$ cat src/rtl/store_buffer.sv
// ---------------------------------------------------------------------------
// store_buffer
// Posted-write buffer between the core's data-memory port and the data
// memory / MMIO bus. Stores are queued in a small circular FIFO and drained
// in program order over a valid/ready handshake. Back-to-back stores to the
// same RAM word merge into the youngest entry. Loads that hit a buffered
// store get the youngest matching data forwarded.
//
// Ports:
//   clk        rising-edge clock
//   reset      synchronous active-low reset (0 = reset)
//   MemWrite   core store request this cycle
//   MemRead    core load request this cycle
//   New_adr    core word address for load/store (MSB set = MMIO region)
//   WriteData  store data
//   Stall      core must hold its store (combinational)
//   fwd_hit    load hits a buffered store (combinational)
//   fwd_data   forwarded load data (combinational)
//   mem_valid  head entry presented downstream
//   mem_adr    head entry address
//   mem_wdata  head entry data
//   mem_ready  downstream accepts the head this cycle
//   count      number of valid entries
// ---------------------------------------------------------------------------
module store_buffer #(
    parameter int DEPTH = 4,
    parameter int AW    = 20,
    parameter int DW    = 32
) (
    input  logic                     clk,
    input  logic                     reset,
    input  logic                     MemWrite,
    input  logic                     MemRead,
    input  logic [AW-1:0]            New_adr,
    input  logic [DW-1:0]            WriteData,
    output logic                     Stall,
    output logic                     fwd_hit,
    output logic [DW-1:0]            fwd_data,
    output logic                     mem_valid,
    output logic [AW-1:0]            mem_adr,
    output logic [DW-1:0]            mem_wdata,
    input  logic                     mem_ready,
    output logic [$clog2(DEPTH):0]   count
);

    localparam int PW = $clog2(DEPTH);
    localparam int CW = PW + 1;
    localparam logic [CW-1:0] FULL = CW'(DEPTH);

    logic [AW-1:0]    adr_q  [DEPTH];
    logic [DW-1:0]    data_q [DEPTH];
    logic [DEPTH-1:0] valid_q, valid_d;
    logic [PW-1:0]    rdPtr_q, rdPtr_d;
    logic [PW-1:0]    wrPtr_q, wrPtr_d;
    logic [CW-1:0]    count_q, count_d;

    logic [PW-1:0]    youngIdx;
    logic             pop;
    logic             merge;
    logic             push;

    // Handshake, merge and push decisions. The youngest entry sits just
    // behind the write pointer. A merge is refused when that entry is also
    // the head leaving this cycle, otherwise the new data would be lost.
    always_comb begin
        youngIdx  = wrPtr_q - PW'(1);
        mem_valid = (count_q != '0);
        pop       = mem_valid && mem_ready;
        merge     = MemWrite && (count_q != '0) &&
                    (New_adr == adr_q[youngIdx]) && !New_adr[AW-1] &&
                    !((count_q == CW'(1)) && pop);
        push      = MemWrite && !merge && ((count_q < FULL) || pop);
        Stall     = MemWrite && !merge && (count_q == FULL) && !pop;
    end

    // Head fields come straight from storage; forced to zero when empty so
    // the bus sees clean values while idle.
    always_comb begin
        mem_adr   = mem_valid ? adr_q[rdPtr_q]  : '0;
        mem_wdata = mem_valid ? data_q[rdPtr_q] : '0;
        count     = count_q;
    end

    // Next-state for pointers, valid bits and occupancy. With a full buffer
    // and simultaneous push+pop, both pointers coincide; the push is applied
    // after the pop so the slot ends up valid.
    always_comb begin
        valid_d = valid_q;
        rdPtr_d = rdPtr_q;
        wrPtr_d = wrPtr_q;
        count_d = count_q;
        if (pop) begin
            valid_d[rdPtr_q] = 1'b0;
            rdPtr_d          = rdPtr_q + PW'(1);
        end
        if (push) begin
            valid_d[wrPtr_q] = 1'b1;
            wrPtr_d          = wrPtr_q + PW'(1);
        end
        if (push && !pop) begin
            count_d = count_q + CW'(1);
        end else if (pop && !push) begin
            count_d = count_q - CW'(1);
        end
    end

    // Load forwarding: walk entries oldest to youngest so the last match
    // wins, which gives the youngest matching store. The head being popped
    // this cycle is still searched. MMIO loads always go to the bus.
    always_comb begin
        fwd_hit  = 1'b0;
        fwd_data = '0;
        if (MemRead && !New_adr[AW-1]) begin
            for (int i = 0; i < DEPTH; i++) begin
                if ((CW'(i) < count_q) &&
                    valid_q[rdPtr_q + PW'(i)] &&
                    (adr_q[rdPtr_q + PW'(i)] == New_adr)) begin
                    fwd_hit  = 1'b1;
                    fwd_data = data_q[rdPtr_q + PW'(i)];
                end
            end
        end
    end

    // State registers. Reset discards every pending entry; nothing that was
    // queued before reset is ever replayed.
    always_ff @(posedge clk) begin
        if (!reset) begin
            rdPtr_q <= '0;
            wrPtr_q <= '0;
            count_q <= '0;
            valid_q <= '0;
            for (int i = 0; i < DEPTH; i++) begin
                adr_q[i]  <= '0;
                data_q[i] <= '0;
            end
        end else begin
            rdPtr_q <= rdPtr_d;
            wrPtr_q <= wrPtr_d;
            count_q <= count_d;
            valid_q <= valid_d;
            if (push) begin
                adr_q[wrPtr_q]  <= New_adr;
                data_q[wrPtr_q] <= WriteData;
            end else if (merge) begin
                data_q[youngIdx] <= WriteData;
            end
        end
    end

    // A load and a store in the same cycle is not a legal core request.
    noLoadStoreTogether: assert property (
        @(posedge clk) disable iff (!reset) !(MemWrite && MemRead)
    );

endmodule

$ cat config.mk
export PLATFORM = sky130hd
export DESIGN_NAME = store_buffer
export DESIGN_NICKNAME = d
export VERILOG_FILES = /design/src/rtl/store_buffer.sv
export SDC_FILE = /design/constraint.sdc
export NUM_CORES = 1
export LEC_CHECK = 0
export CAP_MARGIN = 20
export CORE_ASPECT_RATIO = 2
export CORE_MARGIN = 1
export CORE_UTILIZATION = 53
export DETAILED_ROUTE_END_ITERATION = 10
export PLACE_DENSITY_LB_ADDON = 0.1
export SLEW_MARGIN = 10
export SYNTH_ARGS = -nofsm -noshare
export SYNTH_HDL_FRONTEND = slang
export SYNTH_SLANG_ARGS = --single-unit
$ cat constraint.sdc
create_clock -name clk -period 5.6 [get_ports clk]
set_clock_uncertainty 0.1 [all_clocks]
set_input_delay 0.84 -clock clk [delete_from_list [all_inputs] [get_ports clk]]
set_output_delay 0.84 -clock clk [all_outputs]
set_load 0.01 [all_outputs]
==> metrics.log, run 1 <==
INFO  metric status = finished, final reports clean
INFO  metric drt_iter0_drc = approximately 1100
INFO  metric final_report_hold_violation_count = 0
INFO  metric worstSetupStartpointType = flop
INFO  metric firstDrtPassIters = 7
INFO  metric drv_slew = 0
INFO  metric final_nets = roughly 1700
INFO  metric num_antenna_cells = 0
INFO  metric detailed_place_hpwl = a little over 40000 um
INFO  metric max_slew.worst_pin.slew = between 0.9 and 1 ns
INFO  metric clockRootBuffer = sky130_fd_sc_hd__clkbuf_16
INFO  metric grt_most_used_layer = met2
INFO  metric mappedNetlistNets = roughly 1500
INFO  metric netlist.top_cell.by_area = sky130_fd_sc_hd__edfxtp_1
INFO  metric postLayoutCellArea = between 0.02 and 0.025 sq mm
INFO  metric post_route_cells_drive_above_1_share = 0.2390
INFO  metric first_global_vias = 13660
INFO  metric routed_wl = 59020 um
INFO  metric worstPathArrival = 4.59 ns
INFO  metric vias = roughly 13000
INFO  metric synth_top_family_by_area = multiplexers
INFO  metric wl_per_cell = approximately 29 um
INFO  metric slew_headroom = 0.3796
INFO  metric tritoncts = built
INFO  metric grt-ovfl-total = 0
INFO  metric worst_setup_path_end_kind = output pin
INFO  metric vdd_drop_max = 0.0002942 V
INFO  metric postRouteAntennaNets = 0
INFO  metric period_share = 0.9879
INFO  metric boundaryPins = between 100 and 150
INFO  metric area.growth.synth_to_final = 17.55%
INFO  metric grt_max_degree = 55
INFO  metric cts_buffers = 20
INFO  metric report.final.setup_viol = 0
INFO  metric mostFrequentLayoutCell = sky130_fd_sc_hd__nor2_1
INFO  metric synthArstFlopShare = 0
INFO  metric worstPathRequired = roughly 4.7 ns
INFO  metric dominantRegCellSynth = sky130_fd_sc_hd__edfxtp_1
INFO  metric fin_total_pwr = slightly below 9 mW
INFO  metric clock_tree.htree_level_count = 1
INFO  metric gp_routability_congestion = about 1.1
INFO  metric crit_path_max_fanout = 17
INFO  metric avgViaCountPerCell = between 6 and 7
INFO  metric design.core.area = 0.03166 sq mm
INFO  metric chipHeight = approximately 260 um
INFO  metric grt_first_pass_wirelength = between 80000 and 90000 um
INFO  metric synth-simple-area-share = 0.1147
INFO  metric netlist_top_cells_area = sky130_fd_sc_hd__edfxtp_1, sky130_fd_sc_hd__mux4_2, sky130_fd_sc_hd__nor2_1
INFO  metric clock_tree.buffer_depth = 3
INFO  metric min-delay-path-class = reg2reg
INFO  metric synth-edff-count = between 200 and 250
INFO  metric mostFrequentLayoutCells = sky130_fd_sc_hd__nor2_1, sky130_fd_sc_hd__edfxtp_1, sky130_fd_sc_hd__mux4_2
INFO  metric use_met3 = 0.04097
INFO  metric number_of_port_buffers = about 150
INFO  metric max_capacitance_violation_count = 0
INFO  metric die-width = about 130 um
INFO  metric synth_compound_area_frac = 0.09458
INFO  metric synth_fa_ha_area_frac = 0.009531
INFO  metric powerDensity = 440.5 mW/mm^2
INFO  metric final_period_minus_worst_setup_slack = between 5 and 6 ns
INFO  metric grt_use_met2 = 0.6769
INFO  metric worstSkewPairLatency = approximately 0.53 ns
INFO  metric synth.area.mux_share = 0.2868
INFO  metric grt_util_all_layers = 0.3644
INFO  metric antenna_found_initial = 0
INFO  metric syn_area = ~0.017 sq mm
INFO  metric synth-warning-count = 0
INFO  metric count_of_unresolved_drc_violations_after_routing = 0
INFO  metric fmax = about 0.18 GHz
INFO  metric cts_num_sinks = roughly 220
INFO  metric placed_cell_area = 0.01913 sq mm
INFO  metric post_synth.cell_area_avg = between 10 and 15 sq um
INFO  metric p_leak = between 6 and 7 nW
INFO  metric synth_seq_area_share = 0.3813
INFO  metric post_synth_inst_count = ~1500
INFO  metric grt_use_met1 = 0.3563
INFO  metric cell_rows = about 90
INFO  metric netlist-cell-type-count = 69
INFO  metric initial_core_util = 0.5391
INFO  metric synth_largest_type_area_fraction = 0.3660
INFO  metric synth-xor-area-share = 0.04824
INFO  metric path_class = reg2out
INFO  metric worst_setup_hold_path_clk_slew = roughly 0.070 ns
INFO  metric synth-seq-cells = 221
INFO  metric die_area = ~0.033 sq mm
[layout make-up]
cell class / instances / area, sq um
multi-input cells: 992 / 9537
flip-flops and latches: 221 / 6519
repair buffers: 245 / 2377
well taps: 423 / 529.3
clock buffers: 23 / 533.0
clock inverters: 13 / 132.6
inverters: 113 / 431.7
fillers: 2525 / 11600
[state kept, by name, indices dropped and copies added, names as in the netlist, named ones only]
signal and flops:
valid_q 4, adr_q 80, data_q 128, count 3
wrPtr_q 2, rdPtr_q 2
[timing repair]
action | 4_1_cts | 5_1_grt
setup buffers | 7 | 4
cloned | 2 | 1
endpoints found under the hold margin | 0 | 0
hold buffers | 0 | 0
setup endpoints to repair | 32 | 32
resized for setup | 4 | 8
pin swaps | 2 | 2
[routing by layer]
metal | share of wire | wire (um)
met5 | 0 | 0
met4 | 0.089 | 5237
met3 | 0.054 | 3194
met2 | 0.55 | 32300
met1 | 0.31 | 18290
[worst paths after layout]
| path | start | to | slack, ns | cells after the start |
|---|---|---|---|---|
| max reg2reg | wrPtr_q[1] | adr_q[0][17] | 0.64 | 11 |
| min reg2reg | valid_q[0] | valid_q[0] | 0.44 | 2 |
| max | rdPtr_q[0] | fwd_data[31] | 0.07 | 16 |
| min | valid_q[0] | valid_q[0] | 0.44 | 2 |
[cell usage after synthesis (12+ instances only)]
cell type,number
sky130_fd_sc_hd__nor2_1,215
sky130_fd_sc_hd__edfxtp_1,208
sky130_fd_sc_hd__mux4_2,181
sky130_fd_sc_hd__inv_1,113
sky130_fd_sc_hd__nand2_1,84
sky130_fd_sc_hd__mux2i_1,70
sky130_fd_sc_hd__xnor2_1,65
sky130_fd_sc_hd__clkbuf_1,53
sky130_fd_sc_hd__nor2b_1,52
sky130_fd_sc_hd__buf_2,47
sky130_fd_sc_hd__a31oi_1,32
sky130_fd_sc_hd__o32ai_2,30
sky130_fd_sc_hd__xor2_1,29
sky130_fd_sc_hd__and3_1,25
sky130_fd_sc_hd__o21ai_0,21
sky130_fd_sc_hd__a21oi_1,17
sky130_fd_sc_hd__buf_1,16
sky130_fd_sc_hd__dfxtp_1,13
sky130_fd_sc_hd__ha_1,13
sky130_fd_sc_hd__nand3_1,13
sky130_fd_sc_hd__nand4_1,12
[cells by family after synthesis]
family,after synthesis
AOI/OAI and AO/OA,192
buffers and inverters,247
adders and majority gates,13
xor gates and xnor gates,94
DFF,221
muxes,261
and+or+nand+nor,432
[stage by stage]
step,worst slack [ns],hold slack (ns),util,std cells,TNS (ns)
finish,0.06790,0.4412,0.6337,2030,0
global route,-0.009086,0.4806,0.6337,2030,-0.009086
CTS,0.006984,0.4392,0.6303,2025,0
detailed placement,0.2942,0.4173,0.6043,1980,0
global placement,0.2467,0.4108,0.6043,1980,0
floorplan,0.8461,0.3784,-,1460,0
[where the power goes]
group          internal, mW  switching (mW)  total [mW]
clock                 0.785           0.642        1.43
combinational          2.39            2.71        5.10
sequential             2.05           0.263        2.31
[critical path: stages, from the launching register on]
cell	delay [ns]
sky130_fd_sc_hd__dfxtp_4	0.39
sky130_fd_sc_hd__clkinvlp_4	0.13
sky130_fd_sc_hd__ha_4	0.32
sky130_fd_sc_hd__buf_12	0.14
sky130_fd_sc_hd__mux4_2	0.53
sky130_fd_sc_hd__xnor2_2	0.15
sky130_fd_sc_hd__buf_4	0.17
sky130_fd_sc_hd__nand4_1	0.19
sky130_fd_sc_hd__a2111oi_4	0.32
sky130_fd_sc_hd__nand4_1	0.13
sky130_fd_sc_hd__buf_4	0.19
sky130_fd_sc_hd__buf_12	0.16
sky130_fd_sc_hd__o21ai_0	0.18
sky130_fd_sc_hd__a31oi_1	0.06
sky130_fd_sc_hd__o32ai_1	0.31
sky130_fd_sc_hd__buf_4	0.16
sky130_fd_sc_hd__clkdlybuf4s50_1	0.52
No activity file was read; power rests on OpenSTA's default activity.
==> run 2: changes to the inputs <==
==> constraint.sdc (replaced) <==
create_clock -name clk -period 6.55 [get_ports clk]
set_clock_uncertainty 0.1 [all_clocks]
set_input_delay 0.9825 -clock clk [delete_from_list [all_inputs] [get_ports clk]]
set_output_delay 0.9825 -clock clk [all_outputs]
set_load 0.01 [all_outputs]
==> run 2 against run 1 <==
Via count fell by 3.4%; core utilization fell by 1.5 points; cell area fell by 2.4%; sequential cell count did not move; combinational power fell by 20%; worst setup slack improved by 0.088 ns; critical path type unchanged; count of clock-buffer cells in the layout rose by 4; global-route usage fell by 2.1 points; sequential power fell by 14%; largest cell class unchanged.
==> metrics.log, run 2 (synthesis results as in run 1) <==
INFO  metric status = finished, final reports clean
INFO  metric firstDrtPassIters = 5
INFO  metric area.growth.synth_to_final = 14.69%
INFO  metric cts-hold-fix-buffers = 0
INFO  metric critical_path_depth = 13
INFO  metric die-width = around 130 um
INFO  metric grt_util_all_layers = 0.3438
INFO  metric num_antenna_cells = 0
INFO  metric cts_num_sinks = around 220
INFO  metric post_cts_buffers = 0
INFO  metric vdd_drop_max = ~0.00033 V
INFO  metric share_clk_of_total_power = 0.170
INFO  metric crit_path_max_fanout = 65
INFO  metric clock_tree.buffer_depth = 3
INFO  metric critical_path.cell_chain = inv_1, ha_4, buf_4, mux4_2, xnor2_1, nand4_1, a2111oi_1, nand4_1, buf_12, o21ai_0, a31oi_1, o32ai_2, clkdlybuf4s50_1
INFO  metric path_buf_inv = 4
INFO  metric reg_top3 = data_q: 128 flops, adr_q: 80 flops, valid_q: 4 flops
INFO  metric powerDensity = roughly 370 mW/mm^2
INFO  metric power.switching = between 2 and 3 mW
INFO  metric postLayoutCellArea = approximately 0.020 sq mm
INFO  metric clockRootBuffer = sky130_fd_sc_hd__clkbuf_16
INFO  metric mostFrequentLayoutCells = sky130_fd_sc_hd__nor2_1, sky130_fd_sc_hd__edfxtp_1, sky130_fd_sc_hd__mux4_2
INFO  metric largest_register_ffs = 128
INFO  metric avgViaCountPerCell = between 6 and 7
INFO  metric tritoncts = built
INFO  metric slack_of_the_worst_reg_to_reg_path = approximately 1.8 ns
INFO  metric detailed_place_hpwl = about 39000 um
INFO  metric setup.worst_path.start = rdPtr_q[1]
INFO  metric grt_first_pass_wirelength = 81720 um
INFO  metric initial_core_util = 0.5391
INFO  metric power_frac_comb = 0.558
INFO  metric count_of_unresolved_drc_violations_after_routing = 0
INFO  metric path_class = reg2out
INFO  metric share_seq_of_total_power = 0.272
INFO  metric critical_path.slowest_cell = sky130_fd_sc_hd__a2111oi_1
INFO  metric final_core_utilization = 0.6183
INFO  metric min-delay-path-class = reg2reg
INFO  metric worstPathArrival = 5.31 ns
INFO  metric gp_routability_congestion = between 1 and 1.5
INFO  metric ctsResizeCount = 0
INFO  metric placed_insts = ~1900
INFO  metric clock_tree.htree_level_count = 1
INFO  metric final_period_minus_worst_setup_slack = between 6 and 7 ns
INFO  metric worst_setup_hold_path_clk_slew = 0.06 ns
INFO  metric final_report_hold_violation_count = 0
INFO  metric report.final.setup_viol = 0
INFO  metric post_route_cells_drive_above_1_share = 0.2073
INFO  metric placed_cell_area = roughly 0.019 sq mm
INFO  metric timing.hold.ws = between 0.4 and 0.5 ns
INFO  metric critical-path-top-cell-by-count = sky130_fd_sc_hd__nand4_1
INFO  metric cts_buffers = 21
INFO  metric worstSetupStartpointType = flop
INFO  metric grt_max_degree = 130
INFO  metric drt_iter0_drc = approximately 980
INFO  metric post_layout_nonfiller_instances = approximately 2000
INFO  metric worstRegToRegCells = 11
INFO  metric fin_total_pwr = around 7.3 mW
INFO  metric first_global_vias = about 13000
INFO  metric wl_per_cell = 27.84 um
INFO  metric max_slew.worst_pin.slew = ~1.1 ns
INFO  metric chipHeight = approximately 260 um
INFO  metric crit-reg2reg-launch = wrPtr_q[1]
INFO  metric boundaryPins = between 100 and 150
INFO  metric p_leak = around 6.7 nW
INFO  metric mostFrequentLayoutCell = sky130_fd_sc_hd__nor2_1
INFO  metric timing.setup.tns = 0 ns
INFO  metric postRouteAntennaNets = 0
INFO  metric die_area = between 0.03 and 0.04 sq mm
INFO  metric max_capacitance_violation_count = 0
INFO  metric fmax = between 0.15 and 0.2 GHz
INFO  metric drv_slew = 0
INFO  metric vias = between 10000 and 15000
INFO  metric grt-ovfl-total = 0
INFO  metric design.core.area = between 0.03 and 0.04 sq mm
INFO  metric antenna_found_initial = 0
INFO  metric final_nets = roughly 1600
INFO  metric period_share = 0.9761
INFO  metric routed_wl = 55020 um
INFO  metric cell_class_contributing_the_biggest_share_of_worst_path_delay = buffers and inverters
INFO  metric switching_share = 0.4025
INFO  metric worstPathRequired = about 5.5 ns
INFO  metric worst_setup_path_end_kind = output pin
INFO  metric p_int = 4.369 mW
INFO  metric worstSkewPairLatency = between 0.5 and 0.6 ns
INFO  metric final_critical_path_setup_slack = between 0.15 and 0.2 ns
INFO  metric worst_slack_at_placement = 0.5431 ns
INFO  metric crit_end = fwd_data[26]
INFO  metric slew_headroom = 0.2610
INFO  metric cell_rows = 92
INFO  metric timing.rr.end = count[2]
INFO  metric crit_path_max_incr_delay = 0.60 ns
INFO  metric number_of_port_buffers = 146
INFO  metric top_register = data_q
## run 2: cell count changes in the layout (fill, tap and decap cells not counted), moves of 3 or more
cell,change
sky130_fd_sc_hd__buf_12,+5
sky130_fd_sc_hd__xnor2_2,-3
sky130_fd_sc_hd__xnor2_1,+3
sky130_fd_sc_hd__buf_4,-53
## run 2: worst min-delay path, cell delays in order (launching register included)
cell                      delay, ns
sky130_fd_sc_hd__dfxtp_1       0.36
sky130_fd_sc_hd__a22oi_1       0.08
sky130_fd_sc_hd__nor2_1        0.08
## run 2: area by class of cell
type / count / area, sq um
clock buffer: 27 / 568.0
clock inverter: 10 / 118.9
fill: 2572 / 12080
inverter: 113 / 424.2
multi-input combinational: 992 / 9488
sequential: 221 / 6519
tap: 423 / 529.3
timing repair buffer: 190 / 1924
## run 2: routing by layer
metal  share of wire  track usage
met2            0.55       0.6395
met3           0.045      0.02926
met1            0.32       0.3461
met5               0            0
met4           0.086       0.2592
## run 2: power groups by stage
stage	Sequential, mW	Clock, mW	Combinational (mW)
final	1.99	1.24	4.08
after global routing	2.01	1.30	4.30
after CTS	1.99	1.26	4.09
after detailed placement	2.02	0	4.08
after global placement	1.99	0	4.05
after floorplan	1.89	0	2.87
## run 2: worst min path at each step
| stage | start | end | slack [ns] | cells past startpoint |
|---|---|---|---|---|
| after floorplan | valid_q[0] | valid_q[0] | 0.38 | 2 |
| after global placement | valid_q[0] | valid_q[0] | 0.41 | 2 |
| after global routing | valid_q[3] | valid_q[3] | 0.47 | 2 |
| after detailed placement | valid_q[3] | valid_q[3] | 0.43 | 2 |
| after CTS | valid_q[3] | valid_q[3] | 0.44 | 2 |
| final | valid_q[3] | valid_q[3] | 0.45 | 2 |
==> run 3: changes to the inputs <==
--- a/config.mk
+++ b/config.mk
@@ -10,6 +10,7 @@
 export CORE_MARGIN = 1
 export CORE_UTILIZATION = 53
 export DETAILED_ROUTE_END_ITERATION = 10
+export GPL_TIMING_DRIVEN = 1
 export PLACE_DENSITY_LB_ADDON = 0.1
 export SLEW_MARGIN = 10
 export SYNTH_ARGS = -nofsm -noshare
==> constraint.sdc (replaced) <==
create_clock -name clk -period 7.4 [get_ports clk]
set_clock_uncertainty 0.1 [all_clocks]
set_input_delay 1.11 -clock clk [delete_from_list [all_inputs] [get_ports clk]]
set_output_delay 1.11 -clock clk [all_outputs]
set_load 0.01 [all_outputs]
==> run 3 against run 2 <==
Largest power group unchanged; clock power shrank 12%; via count is essentially flat; sequential cell count is the same; non-clock buffer count shrank 4; die area is the same; highest routed layer is now met5; combinational power shrank 13%; critical path depth shrank 2; largest cell class unchanged; sequential share of layout area grew 0.27 points; routed wire length grew 1.3%.
==> metrics.log, run 3 (synthesis results as in run 1) <==
INFO  metric area.growth.synth_to_final = 13.78%
INFO  metric grt-ovfl-total = 0
INFO  metric slew_headroom = 0.2534
INFO  metric tritoncts = built
INFO  metric num_antenna_cells = 0
INFO  metric timing.setup.tns = 0 ns
INFO  metric final_report_hold_violation_count = 0
INFO  metric crit_path_max_fanout = between 100 and 150
INFO  metric vias = 12880
INFO  metric drt_iter0_drc = approximately 1000
INFO  metric path_class = reg2out
INFO  metric post_route_cells_drive_above_1_share = 0.2031
INFO  metric grt_util_all_layers = 0.3462
INFO  metric final_period_minus_worst_setup_slack = ~6.9 ns
INFO  metric wl_met1 = 17300 um
INFO  metric fmax = around 0.14 GHz
INFO  metric seq_area = around 0.0065 sq mm
INFO  metric worstSkewPairLatency = between 0.5 and 0.6 ns
INFO  metric grt_max_degree = about 110
INFO  metric largest_register_ffs = about 130
INFO  metric final_critical_path_setup_slack = around 0.47 ns
INFO  metric wl_per_cell = 28.30 um
INFO  metric detailed_place_hpwl = between 30000 and 40000 um
INFO  metric report.final.setup_viol = 0
INFO  metric gp_routability_congestion = about 1.2
INFO  metric p_leak = roughly 6.6 nW
INFO  metric nFillCells = 2552
INFO  metric antenna_found_initial = 1
INFO  metric clock_tree.htree_level_count = 1
INFO  metric die_area = about 0.033 sq mm
INFO  metric vdd_drop_max = ~0.00027 V
INFO  metric setup_repair_after_global_routing_missed_its_margin = no
INFO  metric firstDrtPassIters = 5
INFO  metric initial_core_util = 0.5391
INFO  metric drv_slew = 0
INFO  metric clock_tree.buffer_depth = 3
INFO  metric max_capacitance_violation_count = 0
INFO  metric status = finished, final reports clean
INFO  metric post_cts_buffers = 0
INFO  metric boundaryPins = about 150
INFO  metric count_of_unresolved_drc_violations_after_routing = 0
INFO  metric grt_first_pass_wirelength = between 80000 and 90000 um
INFO  metric ctsResizeCount = 0
INFO  metric design.core.area = 0.03166 sq mm
INFO  metric powerDensity = about 330 mW/mm^2
INFO  metric worstSetupStartpointType = flop
INFO  metric period_share = 0.9369
INFO  metric fin_total_pwr = ~6.4 mW
INFO  metric number_of_port_buffers = about 150
INFO  metric worstPathArrival = 5.72 ns
INFO  metric worst_setup_path_end_kind = output pin
INFO  metric worst_setup_hold_path_clk_slew = approximately 0.07 ns
INFO  metric detailroute.wirelength.met3 = 3370 um
INFO  metric placed_insts = approximately 1900
INFO  metric max_slew.worst_pin.slew = about 1.1 ns
INFO  metric cts-hold-fix-buffers = 0
INFO  metric worstPathRequired = ~6.2 ns
INFO  metric avgViaCountPerCell = around 6.5
INFO  metric reg_top3 = data_q: 128 flops, adr_q: 80 flops, valid_q: 4 flops
INFO  metric post_layout_nonfiller_instances = 1969
INFO  metric multi_input_area = roughly 0.0095 sq mm
INFO  metric clockRootBuffer = sky130_fd_sc_hd__clkbuf_16
INFO  metric routed_wl = around 56000 um
INFO  metric placed_cell_area = approximately 0.019 sq mm
INFO  metric mostFrequentLayoutCell = sky130_fd_sc_hd__nor2_1
INFO  metric top_layer_used = met5
INFO  metric first_global_vias = between 10000 and 15000
INFO  metric postRouteAntennaNets = 0
INFO  metric die-width = approximately 130 um
INFO  metric routed-wl-met2 = a little over 30000 um
INFO  metric worst_slack_at_placement = approximately 1.2 ns
INFO  metric cell_rows = 92
INFO  metric chipHeight = between 200 and 300 um
INFO  metric mostFrequentLayoutCells = sky130_fd_sc_hd__nor2_1, sky130_fd_sc_hd__edfxtp_1, sky130_fd_sc_hd__mux4_2
INFO  metric cts_num_sinks = around 220
INFO  metric min-delay-path-class = reg2reg
INFO  metric final_nets = between 1500 and 2000
INFO  metric top_register = data_q
INFO  metric postLayoutCellArea = approximately 0.019 sq mm
INFO  metric cts_buffers = 20
## run 3: cell count changes in the layout (fill, tap and decap cells not counted), sizes merged
cell	previous run	this run
buf	45	41
clkinv	6	4
bufinv	2	3
inv	114	113
clkbuf	27	26
## run 3: cell type report
type / instances / area share
Clock buffer: 26 / 0.02803
Clock inverter: 8 / 0.006122
Inverter: 113 / 0.02185
Multi-Input combinational cell: 992 / 0.4886
Sequential cell: 221 / 0.3357
Tap cell: 423 / 0.02726
Timing Repair Buffer: 186 / 0.09241
## run 3: metal layers
layer  up-vias  GRT usage
met1      6494     0.3490
met4         2     0.2526
met3       185    0.04849
met5         -          0
met2       574     0.6336
li1       5628          -
## run 3: worst paths after layout
kind / cells after the start / from / slack [ns] / end
max: 11 / rdPtr_q[0] / 0.47 / fwd_data[29]
min reg2reg: 2 / valid_q[3] / 0.44 / valid_q[3]
min: 2 / valid_q[3] / 0.44 / valid_q[3]
max reg2reg: 12 / wrPtr_q[1] / 2.44 / adr_q[3][19]
## run 3: per-stage QoR
stage | utilization | hold WS (ns)
2_1_floorplan | - | 0.3784
3_3_place_gp | 0.5924 | 0.4064
3_5_place_dp | 0.5924 | 0.4198
4_1_cts | 0.6134 | 0.4441
5_1_grt | 0.6134 | 0.4646
6_report | 0.6134 | 0.4446
## run 3: critical path, cell delays in order, from the launching register on
cell                              delay (ns)
sky130_fd_sc_hd__dfxtp_4                0.65
sky130_fd_sc_hd__buf_12                 0.60
sky130_fd_sc_hd__mux4_2                 0.60
sky130_fd_sc_hd__xnor2_1                0.85
sky130_fd_sc_hd__nand3_1                0.31
sky130_fd_sc_hd__nor3_1                 0.27
sky130_fd_sc_hd__nand4_1                0.15
sky130_fd_sc_hd__buf_4                  0.38
sky130_fd_sc_hd__o21ai_0                0.18
sky130_fd_sc_hd__a31oi_1                0.07
sky130_fd_sc_hd__o32ai_2                0.39
sky130_fd_sc_hd__clkdlybuf4s50_1        0.60
## run 3: where the power goes
| group | internal, mW | switching, mW | total (mW) | leakage [nW] |
|---|---|---|---|---|
| registers | 1.55 | 0.242 | 1.79 | 2.29 |
| logic | 1.67 | 1.89 | 3.57 | 4.00 |
| clock network | 0.623 | 0.464 | 1.09 | 0.318 |
| total | 3.85 | 2.60 | 6.45 | 6.60 |
